--- src/rtl/mem_port_arbiter_pkg.sv ---
// Shared types and constants for the main-memory port arbiter.
// Owner encoding doubles as the requester index used by the picker.
package mem_port_arbiter_pkg;

  localparam int ADDR_W = 32;
  localparam int LINE_W = 128;

  typedef enum logic [1:0] {
    ARB_IDLE  = 2'd0,
    ARB_ISSUE = 2'd1,
    ARB_WAIT  = 2'd2,
    ARB_RESP  = 2'd3
  } arb_state_t;

  typedef enum logic {
    OWN_IC = 1'b0,
    OWN_DC = 1'b1
  } arb_owner_t;

  function automatic arb_owner_t owner_of(input logic [1:0] gnt);
    return (gnt == 2'b10) ? OWN_DC : OWN_IC;
  endfunction

endpackage

--- src/rtl/mem_port_arbiter_if.sv ---
// Bundle of the icache, dcache, memory and status signals around the arbiter.
// master = environment (caches + memory), slave = the arbiter itself.
interface mem_port_arbiter_if #(
  parameter int ADDR_W = mem_port_arbiter_pkg::ADDR_W,
  parameter int LINE_W = mem_port_arbiter_pkg::LINE_W
);
  logic              ic_req;
  logic [ADDR_W-1:0] ic_addr;
  logic              ic_done;
  logic [LINE_W-1:0] ic_rdata;
  logic              dc_req;
  logic              dc_we;
  logic [ADDR_W-1:0] dc_addr;
  logic [LINE_W-1:0] dc_wdata;
  logic              dc_done;
  logic [LINE_W-1:0] dc_rdata;
  logic              mem_req;
  logic              mem_we;
  logic [ADDR_W-1:0] mem_addr;
  logic [LINE_W-1:0] mem_wdata;
  logic              mem_done;
  logic [LINE_W-1:0] mem_rdata;
  logic              busy;
  logic              owner;

  modport master (
    output ic_req, ic_addr, dc_req, dc_we, dc_addr, dc_wdata, mem_done, mem_rdata,
    input  ic_done, ic_rdata, dc_done, dc_rdata, mem_req, mem_we, mem_addr, mem_wdata,
    input  busy, owner
  );

  modport slave (
    input  ic_req, ic_addr, dc_req, dc_we, dc_addr, dc_wdata, mem_done, mem_rdata,
    output ic_done, ic_rdata, dc_done, dc_rdata, mem_req, mem_we, mem_addr, mem_wdata,
    output busy, owner
  );
endinterface

--- src/rtl/mem_port_arbiter_rr_pick2.sv ---
// Two-way alternating-priority picker: on a tie the requester that did not
// win last time is granted. Index 0 = icache, 1 = dcache.
module rr_pick2 (
  input  logic [1:0] req,
  input  logic       last,
  output logic [1:0] gnt
);

  // Grant selection
  always_comb begin
    gnt = 2'b00;
    case (req)
      2'b01:   gnt = 2'b01;
      2'b10:   gnt = 2'b10;
      2'b11:   gnt = last ? 2'b01 : 2'b10;
      default: gnt = 2'b00;
    endcase
  end

endmodule

--- src/rtl/mem_port_arbiter.sv ---
// Serialises icache fills and dcache fills/write-backs onto one memory line
// port, one transaction at a time, with alternating priority on ties.
module mem_port_arbiter #(
  parameter int ADDR_W = mem_port_arbiter_pkg::ADDR_W,
  parameter int LINE_W = mem_port_arbiter_pkg::LINE_W
) (
  input  logic              clk,
  input  logic              rst,
  mem_port_arbiter_if.slave bus
);
  import mem_port_arbiter_pkg::*;

  localparam int OFF_W = $clog2(LINE_W / 8);
  localparam logic [ADDR_W-1:0] LINE_MASK = ~(ADDR_W'((1 << OFF_W) - 1));

  arb_state_t        state_r;
  arb_state_t        state_next_s;
  arb_owner_t        owner_r;
  arb_owner_t        last_r;
  logic              we_r;
  logic              mem_req_r;
  logic              busy_r;
  logic              ic_done_r;
  logic              dc_done_r;
  logic [ADDR_W-1:0] addr_r;
  logic [LINE_W-1:0] wdata_r;
  logic [LINE_W-1:0] ic_rdata_r;
  logic [LINE_W-1:0] dc_rdata_r;
  logic [1:0]        gnt_s;
  logic              grant_s;
  logic [ADDR_W-1:0] sel_addr_s;

  rr_pick2 u_pick (
    .req  ({bus.dc_req, bus.ic_req}),
    .last (last_r == OWN_DC),
    .gnt  (gnt_s)
  );

  // Next-state and grant decode; requests only matter in IDLE
  always_comb begin
    state_next_s = state_r;
    grant_s      = 1'b0;
    sel_addr_s   = bus.ic_addr;
    if (state_r == ARB_IDLE) grant_s = (gnt_s != 2'b00);
    else                     grant_s = 1'b0;
    if (gnt_s[1]) sel_addr_s = bus.dc_addr;
    else          sel_addr_s = bus.ic_addr;
    case (state_r)
      ARB_IDLE:  state_next_s = grant_s ? ARB_ISSUE : ARB_IDLE;
      ARB_ISSUE: state_next_s = ARB_WAIT;
      ARB_WAIT:  state_next_s = bus.mem_done ? ARB_RESP : ARB_WAIT;
      ARB_RESP:  state_next_s = ARB_IDLE;
      default:   state_next_s = ARB_IDLE;
    endcase
  end

  // State register
  always_ff @(posedge clk or posedge rst) begin
    if (rst) state_r <= ARB_IDLE;
    else     state_r <= state_next_s;
  end

  // Registered outputs, latched command and captured read lines
  always_ff @(posedge clk or posedge rst) begin
    if (rst) begin
      owner_r    <= OWN_IC;
      last_r     <= OWN_IC;
      we_r       <= 1'b0;
      addr_r     <= '0;
      wdata_r    <= '0;
      ic_rdata_r <= '0;
      dc_rdata_r <= '0;
      mem_req_r  <= 1'b0;
      busy_r     <= 1'b0;
      ic_done_r  <= 1'b0;
      dc_done_r  <= 1'b0;
    end else begin
      mem_req_r <= (state_next_s == ARB_ISSUE);
      busy_r    <= (state_next_s != ARB_IDLE);
      ic_done_r <= (state_next_s == ARB_RESP) && (owner_r == OWN_IC);
      dc_done_r <= (state_next_s == ARB_RESP) && (owner_r == OWN_DC);
      if (grant_s) begin
        owner_r <= owner_of(gnt_s);
        we_r    <= gnt_s[1] & bus.dc_we;
        addr_r  <= sel_addr_s & LINE_MASK;
        wdata_r <= gnt_s[1] ? bus.dc_wdata : '0;
      end
      // Writes complete without touching either read line
      if ((state_r == ARB_WAIT) && bus.mem_done) begin
        last_r <= owner_r;
        if (!we_r && (owner_r == OWN_IC)) ic_rdata_r <= bus.mem_rdata;
        if (!we_r && (owner_r == OWN_DC)) dc_rdata_r <= bus.mem_rdata;
      end
    end
  end

  assign bus.mem_req   = mem_req_r;
  assign bus.mem_we    = we_r;
  assign bus.mem_addr  = addr_r;
  assign bus.mem_wdata = wdata_r;
  assign bus.ic_done   = ic_done_r;
  assign bus.ic_rdata  = ic_rdata_r;
  assign bus.dc_done   = dc_done_r;
  assign bus.dc_rdata  = dc_rdata_r;
  assign bus.busy      = busy_r;
  assign bus.owner     = (owner_r == OWN_DC);

endmodule

--- src/flat_wrapper.sv ---
// flat-port wrapper written by rule: the top's interface ports become plain ports
module mem_port_arbiter_flat import mem_port_arbiter_pkg::*;
#(
  parameter int ADDR_W = mem_port_arbiter_pkg::ADDR_W,
  parameter int LINE_W = mem_port_arbiter_pkg::LINE_W
)
  (clk, rst, bus_ic_req, bus_ic_addr, bus_dc_req, bus_dc_we, bus_dc_addr, bus_dc_wdata, bus_mem_done, bus_mem_rdata, bus_ic_done, bus_ic_rdata, bus_dc_done, bus_dc_rdata, bus_mem_req, bus_mem_we, bus_mem_addr, bus_mem_wdata, bus_busy, bus_owner);
  mem_port_arbiter_if #(.ADDR_W(ADDR_W), .LINE_W(LINE_W)) bus_i ();
  input  logic clk;
  input  logic rst;
  input wire logic [$bits(bus_i.ic_req)-1:0] bus_ic_req;
  input wire logic [$bits(bus_i.ic_addr)-1:0] bus_ic_addr;
  input wire logic [$bits(bus_i.dc_req)-1:0] bus_dc_req;
  input wire logic [$bits(bus_i.dc_we)-1:0] bus_dc_we;
  input wire logic [$bits(bus_i.dc_addr)-1:0] bus_dc_addr;
  input wire logic [$bits(bus_i.dc_wdata)-1:0] bus_dc_wdata;
  input wire logic [$bits(bus_i.mem_done)-1:0] bus_mem_done;
  input wire logic [$bits(bus_i.mem_rdata)-1:0] bus_mem_rdata;
  output wire logic [$bits(bus_i.ic_done)-1:0] bus_ic_done;
  output wire logic [$bits(bus_i.ic_rdata)-1:0] bus_ic_rdata;
  output wire logic [$bits(bus_i.dc_done)-1:0] bus_dc_done;
  output wire logic [$bits(bus_i.dc_rdata)-1:0] bus_dc_rdata;
  output wire logic [$bits(bus_i.mem_req)-1:0] bus_mem_req;
  output wire logic [$bits(bus_i.mem_we)-1:0] bus_mem_we;
  output wire logic [$bits(bus_i.mem_addr)-1:0] bus_mem_addr;
  output wire logic [$bits(bus_i.mem_wdata)-1:0] bus_mem_wdata;
  output wire logic [$bits(bus_i.busy)-1:0] bus_busy;
  output wire logic [$bits(bus_i.owner)-1:0] bus_owner;
  assign bus_i.ic_req = bus_ic_req;
  assign bus_i.ic_addr = bus_ic_addr;
  assign bus_i.dc_req = bus_dc_req;
  assign bus_i.dc_we = bus_dc_we;
  assign bus_i.dc_addr = bus_dc_addr;
  assign bus_i.dc_wdata = bus_dc_wdata;
  assign bus_i.mem_done = bus_mem_done;
  assign bus_i.mem_rdata = bus_mem_rdata;
  assign bus_ic_done = bus_i.ic_done;
  assign bus_ic_rdata = bus_i.ic_rdata;
  assign bus_dc_done = bus_i.dc_done;
  assign bus_dc_rdata = bus_i.dc_rdata;
  assign bus_mem_req = bus_i.mem_req;
  assign bus_mem_we = bus_i.mem_we;
  assign bus_mem_addr = bus_i.mem_addr;
  assign bus_mem_wdata = bus_i.mem_wdata;
  assign bus_busy = bus_i.busy;
  assign bus_owner = bus_i.owner;
  mem_port_arbiter #(.ADDR_W(ADDR_W), .LINE_W(LINE_W)) u_core (.clk(clk), .rst(rst), .bus(bus_i));
endmodule
--- config.mk ---
export PLATFORM = sky130hd
export DESIGN_NAME = mem_port_arbiter_flat
export DESIGN_NICKNAME = d
export VERILOG_FILES = /design/src/rtl/mem_port_arbiter_pkg.sv /design/src/rtl/mem_port_arbiter_if.sv /design/src/rtl/mem_port_arbiter_rr_pick2.sv /design/src/rtl/mem_port_arbiter.sv /design/src/flat_wrapper.sv
export SDC_FILE = /design/constraint.sdc
export NUM_CORES = 1
export LEC_CHECK = 0
export ABC_AREA = 1
export ABC_CLOCK_PERIOD_IN_PS = 28000
export CAP_MARGIN = 30
export CORE_AREA = 2 2 290 292
export CTS_CLUSTER_DIAMETER = 200
export DETAILED_ROUTE_END_ITERATION = 8
export DIE_AREA = 0 0 292 294
export PLACE_DENSITY = 0.44
export SETUP_SLACK_MARGIN = 0.02
export SLEW_MARGIN = 10
export SYNTH_ARGS = -nofsm -noshare
export SYNTH_HDL_FRONTEND = slang
export SYNTH_SLANG_ARGS = --single-unit
--- constraint.sdc ---
create_clock -name clk -period 28 [get_ports clk]
set_clock_uncertainty 0.2 [all_clocks]
set_input_delay 5.6 -clock clk [delete_from_list [all_inputs] [get_ports clk]]
set_output_delay 5.6 -clock clk [all_outputs]
set_load 0.01 [all_outputs]
---- Yosys cells after proc, flatten, opt, wreduce, memory -nomap -nowiden ----
Index checks and enable logic that the tools add are counted.
word-level totals
  output and inout bits ................... 422
  bits in registers ....................... 421
  logic and storage cells ................. 43
  input port bits ......................... 326
cells by class
  equal/unequal tests ..................... 9
  bitwise logic cells ..................... 2
  reductions and logical operators ........ 11
  muxes and demuxes ....................... 9
operators by type and width
  operator                                              count
  2-to-1 mux 128 bit                                    1
  2-to-1 mux 32 bit                                     1
  equality test 2 bit (second input constant)           6
  case mux 2 bit (4 select lines)                       1
  equality test 2 x 1 -> 1 bit (second input constant)  3
  case mux 2 bit (3 select lines)                       1
  logical AND 1 bit                                     5
  2-to-1 mux 1 bit                                      4
  AND reduction 2 bit                                   2
  nonzero test 2 bit                                    2
  logical NOT 2 bit                                     1
  2-to-1 mux 2 bit                                      1
  AND 1 bit                                             1
  logical NOT 1 bit                                     1
  NOT 1 bit                                             1

---- Logic depth before layout (Yosys ltp) ----
  word-level depth ........................ 8
  gate-level depth with buffers ........... 9
  gate-level depth less buffers ........... 7

---- Hierarchy ----
From an unflattened synthesis, not the netlist that was laid out.
unflattened totals
  cells, all modules ...................... 1722
  area total of the unflattened synthesis .. 16075.4 µm²
by module, submodules not included
  module            area an instance (µm²)  instances  cells each  sequential area each (µm²)
  mem_port_arbiter  16054.1                 1          1717        10535.1
  rr_pick2          21.3                    1          5           0.0

---- Least setup slack after synthesis ----
No wires, ideal clock.
  kind .................................... input-to-reg
  start point ............................. input port bus_mem_done
  end point ............................... register u_core.ic_rdata_r[0], in the netlist u_core.bus.ic_rdata[0]
  data required time ...................... 27.670 ns
  stages on the path ...................... 6
  buffers on the path ..................... 2
  arrival ................................. 6.296 ns
  library setup time ...................... 0.130 ns
  slack ................................... 21.374 ns
  cell sequence ........................... nand2_1 -> inv_2 -> nand2_1 -> buf_2 -> clkbuf_1 -> o21ai_0
between the ends
  longest elaborated chain between the ends .. 2
ends and longest elaborated chain
  item                           line                    text
  start, declared                flat_wrapper.sv:17      input wire logic [$bits(bus_i.mem_done)-1:0] bus_mem_done;
  logical AND 1 bit              mem_port_arbiter.sv:89  if ((state_r == ARB_WAIT) && bus.mem_done) begin
  AND reduction 2 bit (no line)  n/a
  end signal, assigned           mem_port_arbiter.sv:91  if (!we_r && (owner_r == OWN_IC)) ic_rdata_r <= bus.mem_rdata;
  end, declared                  mem_port_arbiter.sv:27  logic [LINE_W-1:0] ic_rdata_r;
Every way passes these cells.
A chain may end at the register's enable or synchronous reset.

==> results.yml <==
timing:
  relSlewSlack: 0.388
  finalWorstSetupSlack_ns: 19.03
  min_period_ns: 8.97
  worstMarginPinSlew_ns: 0.918
  finalMaxSlewViolations: 0
  post-route-period-util: 0.320
  tns_ns: 0
  setup-violations-final: 0
  rsz0062_at_grt: "false"
  fmax_ghz: 0.112
  hold_viol_final: 0
place:
  place_hpwl_mm: 42.1
  portBuffers: 735
  dp_worst_setup_slack_ns: 17.64
  gp_congestion: 0.796
detailed_routing:
  firstDrtPassIters: 5
  wl_per_cell_um: 16.2
  vias_per_cell: 3.93
  drt_wl_total_mm: 58.6
  drtIter0Drc: 634
  ant_nets: 0
  drc: 0
  vias: 14165
run_status:
  status: "completed"
layout:
  fill_cells: 8526
  area_delta_synth_final_pct: 63.5
  drive_above_1_share: 0.0424
  multiInputGateArea_um2: 4450
  mostFrequentLayoutCells: "nand2_1, clkdlybuf4s50_1, dfrtp_1"
  regArea_um2: 10500
  final_common_cell: "nand2_1"
  nets: 2814
die:
  die_y_um: 294
  ioPinCount: 748
  rows: 106
  die_w_um: 292
  fp.dieArea_um2: 85800
  initial_core_util: 0.195
  fp.coreArea_um2: 82900
worst_setup_path:
  crit_path_end_kind: "async pin"
  slowest_stage: "buf_4"
  crit_buf_inv: 6
  crit_arrival_ns: 9.37
  crit_chain: "clkdlybuf4s50_1 > inv_8 > buf_4 > buf_4 > buf_4 > buf_4"
  worst-path-max-fanout: 66
  cp_top_family: "buffers and inverters"
  cp.required_ns: 28.40
  slowest_delay_ns: 0.81
  reg2reg_setup_slack_ns: 24.41
  crit_top_cell: "buf_4"
  cp-start-kind: "primary input"
  crit_type: "primary input to async pin"
  timing.rr.end: "u_core.bus.dc_rdata[82]"
  r2r_cells: 8
  r2r-start: "u_core.state_r[0]"
global_route:
  grt_pass1_vias: 14567
  grtUsageTotal: 0.132
  grt_pass1_wl_mm: 88.4
  antenna_found_initial: 5
  grt_overflow_total: 0
  grt_max_degree: 129
cts:
  clk_latency_ns: 0.57
  cts_htree_levels: 2
  cts_tree: "yes"
  post_cts_resized: 0
  cts_setup_buffers: 0
  cts_root_buffer: "clkbuf_16"
  cts_hold_buffers: 0
  clock_sinks: 421
  clock_path_buffers: 3
  cts_buffers: 51
  clk_pin_slew_ns: 0.06
yosys:
  ys_types: 18
  ys_seq_area_frac: 0.652
  synth_cells: 1776
  synth-seq-cells: 421
  yosys_warnings: 0
  synth_area_um2: 16200
  synth.avg_cell_area_um2: 9.10
flow_run:
  maxCapViolations: 0
hold_path:
  hp-start: "u_core.bus.mem_wdata[66]"
  min_path_type: "flip-flop to flip-flop"
  min_path_cells: 2
  hold-path-endpoint: "u_core.bus.mem_wdata[66]"
power_and_ir_drop:
  ir_worst_vdd_uv: 49.6
  total_leakage_power_nw: 12.7
  power.density_nw_per_um2: 112
per-stage QoR:
stage | total power, mW | instances | area (um2) | utilization | hold slack, ns
final | 2.96 | 3606 | 26400 | 0.319 | 0.276
after detailed placement | 2.30 | 3508 | 24600 | 0.296 | 0.264
after global routing | 3.17 | 3606 | 26400 | 0.319 | 0.295
after global placement | 2.29 | 3506 | 24500 | 0.296 | 0.262
after floorplan | 1.52 | 1779 | 16200 | - | 0.249
after CTS | 3.01 | 3599 | 26300 | 0.317 | 0.280
power by group:
group          leakage (nW)  switching [mW]  internal (mW)
sequential             5.35           0.153          0.890
combinational          6.46           0.594          0.640
clock                 0.847           0.269          0.411
registers in the layout, indices dropped and copies added (netlist names):
name,cells
u_core.bus.busy,1
u_core.bus.dc_done,1
u_core.bus.dc_rdata,128
u_core.bus.ic_done,1
u_core.bus.ic_rdata,128
u_core.bus.mem_addr,28
u_core.bus.mem_req,1
u_core.bus.mem_wdata,128
u_core.bus.mem_we,1
u_core.bus.owner,1
u_core.last_r,1
u_core.state_r,2
worst reg2reg max path, delay by kind of cell, from the launching register on:
family	cells	cell delay, ns
buffers and inverters	5	2.08
and+or+nand+nor	1	0.33
DFF	1	0.32
AOI/OAI and AO/OA	1	0.27
adders and majority gates	1	0.22
synth_stat cells:
master      n  area [um2]
o21ai_0   247        1240
a21oi_1     1        5.00
inv_1     190         713
nand2_1   737        2770
ha_1        2        25.0
nand3_1    56         280
nor2_1      4        15.0
nand4_1     1        6.26
o21ai_1    10        50.1
buf_2      58         290
dfrtp_1   421       10500
nor2_4      1        11.3
conb_1      1        3.75
inv_2       1        3.75
buf_4       9        67.6
o21ai_2     1        8.76
nand3b_1    1        7.51
clkbuf_1   35         131
cell families after synthesis:
logic type,synth area share
compound gates,0.0805
fa+ha+maj,0.00155
flops,0.652
simple gates,0.191
other cells,0.000232
buf+inv,0.0747
worst max-delay path by stage:
stage | start | endpoint | slack, ns | cells past startpoint
global route | rst | u_core.bus.dc_rdata[0] | 18.47 | 6
detailed placement | rst | u_core.bus.dc_rdata[119] | 17.64 | 6
global placement | bus_ic_req | u_core.bus.mem_wdata[73] | 17.54 | 7
CTS | rst | u_core.bus.dc_rdata[119] | 18.30 | 6
floorplan | rst | u_core.bus.busy | 10.48 | 1
finish | rst | u_core.bus.dc_rdata[126] | 19.03 | 6
routing by layer:
metal	share of wire	routed length [um]	GRT usage	up-vias
met3	0.091	5350	0.0476	92
li1	-	-	-	6862
met1	0.39	23000	0.151	6652
met4	0.028	1640	0.0415	4
met5	0.00051	30	0	-
met2	0.49	28600	0.228	555
cell type report:
type                    instances  area share
clock buffers                  76      0.0576
multi-input cells            1065       0.168
flip-flops and latches        421       0.399
repair buffers                756       0.289
diodes                          2    0.000189
inverters                     191      0.0274
clock inverters                15     0.00744
well taps                    1080      0.0512
Power figures use the tool's default switching activity.
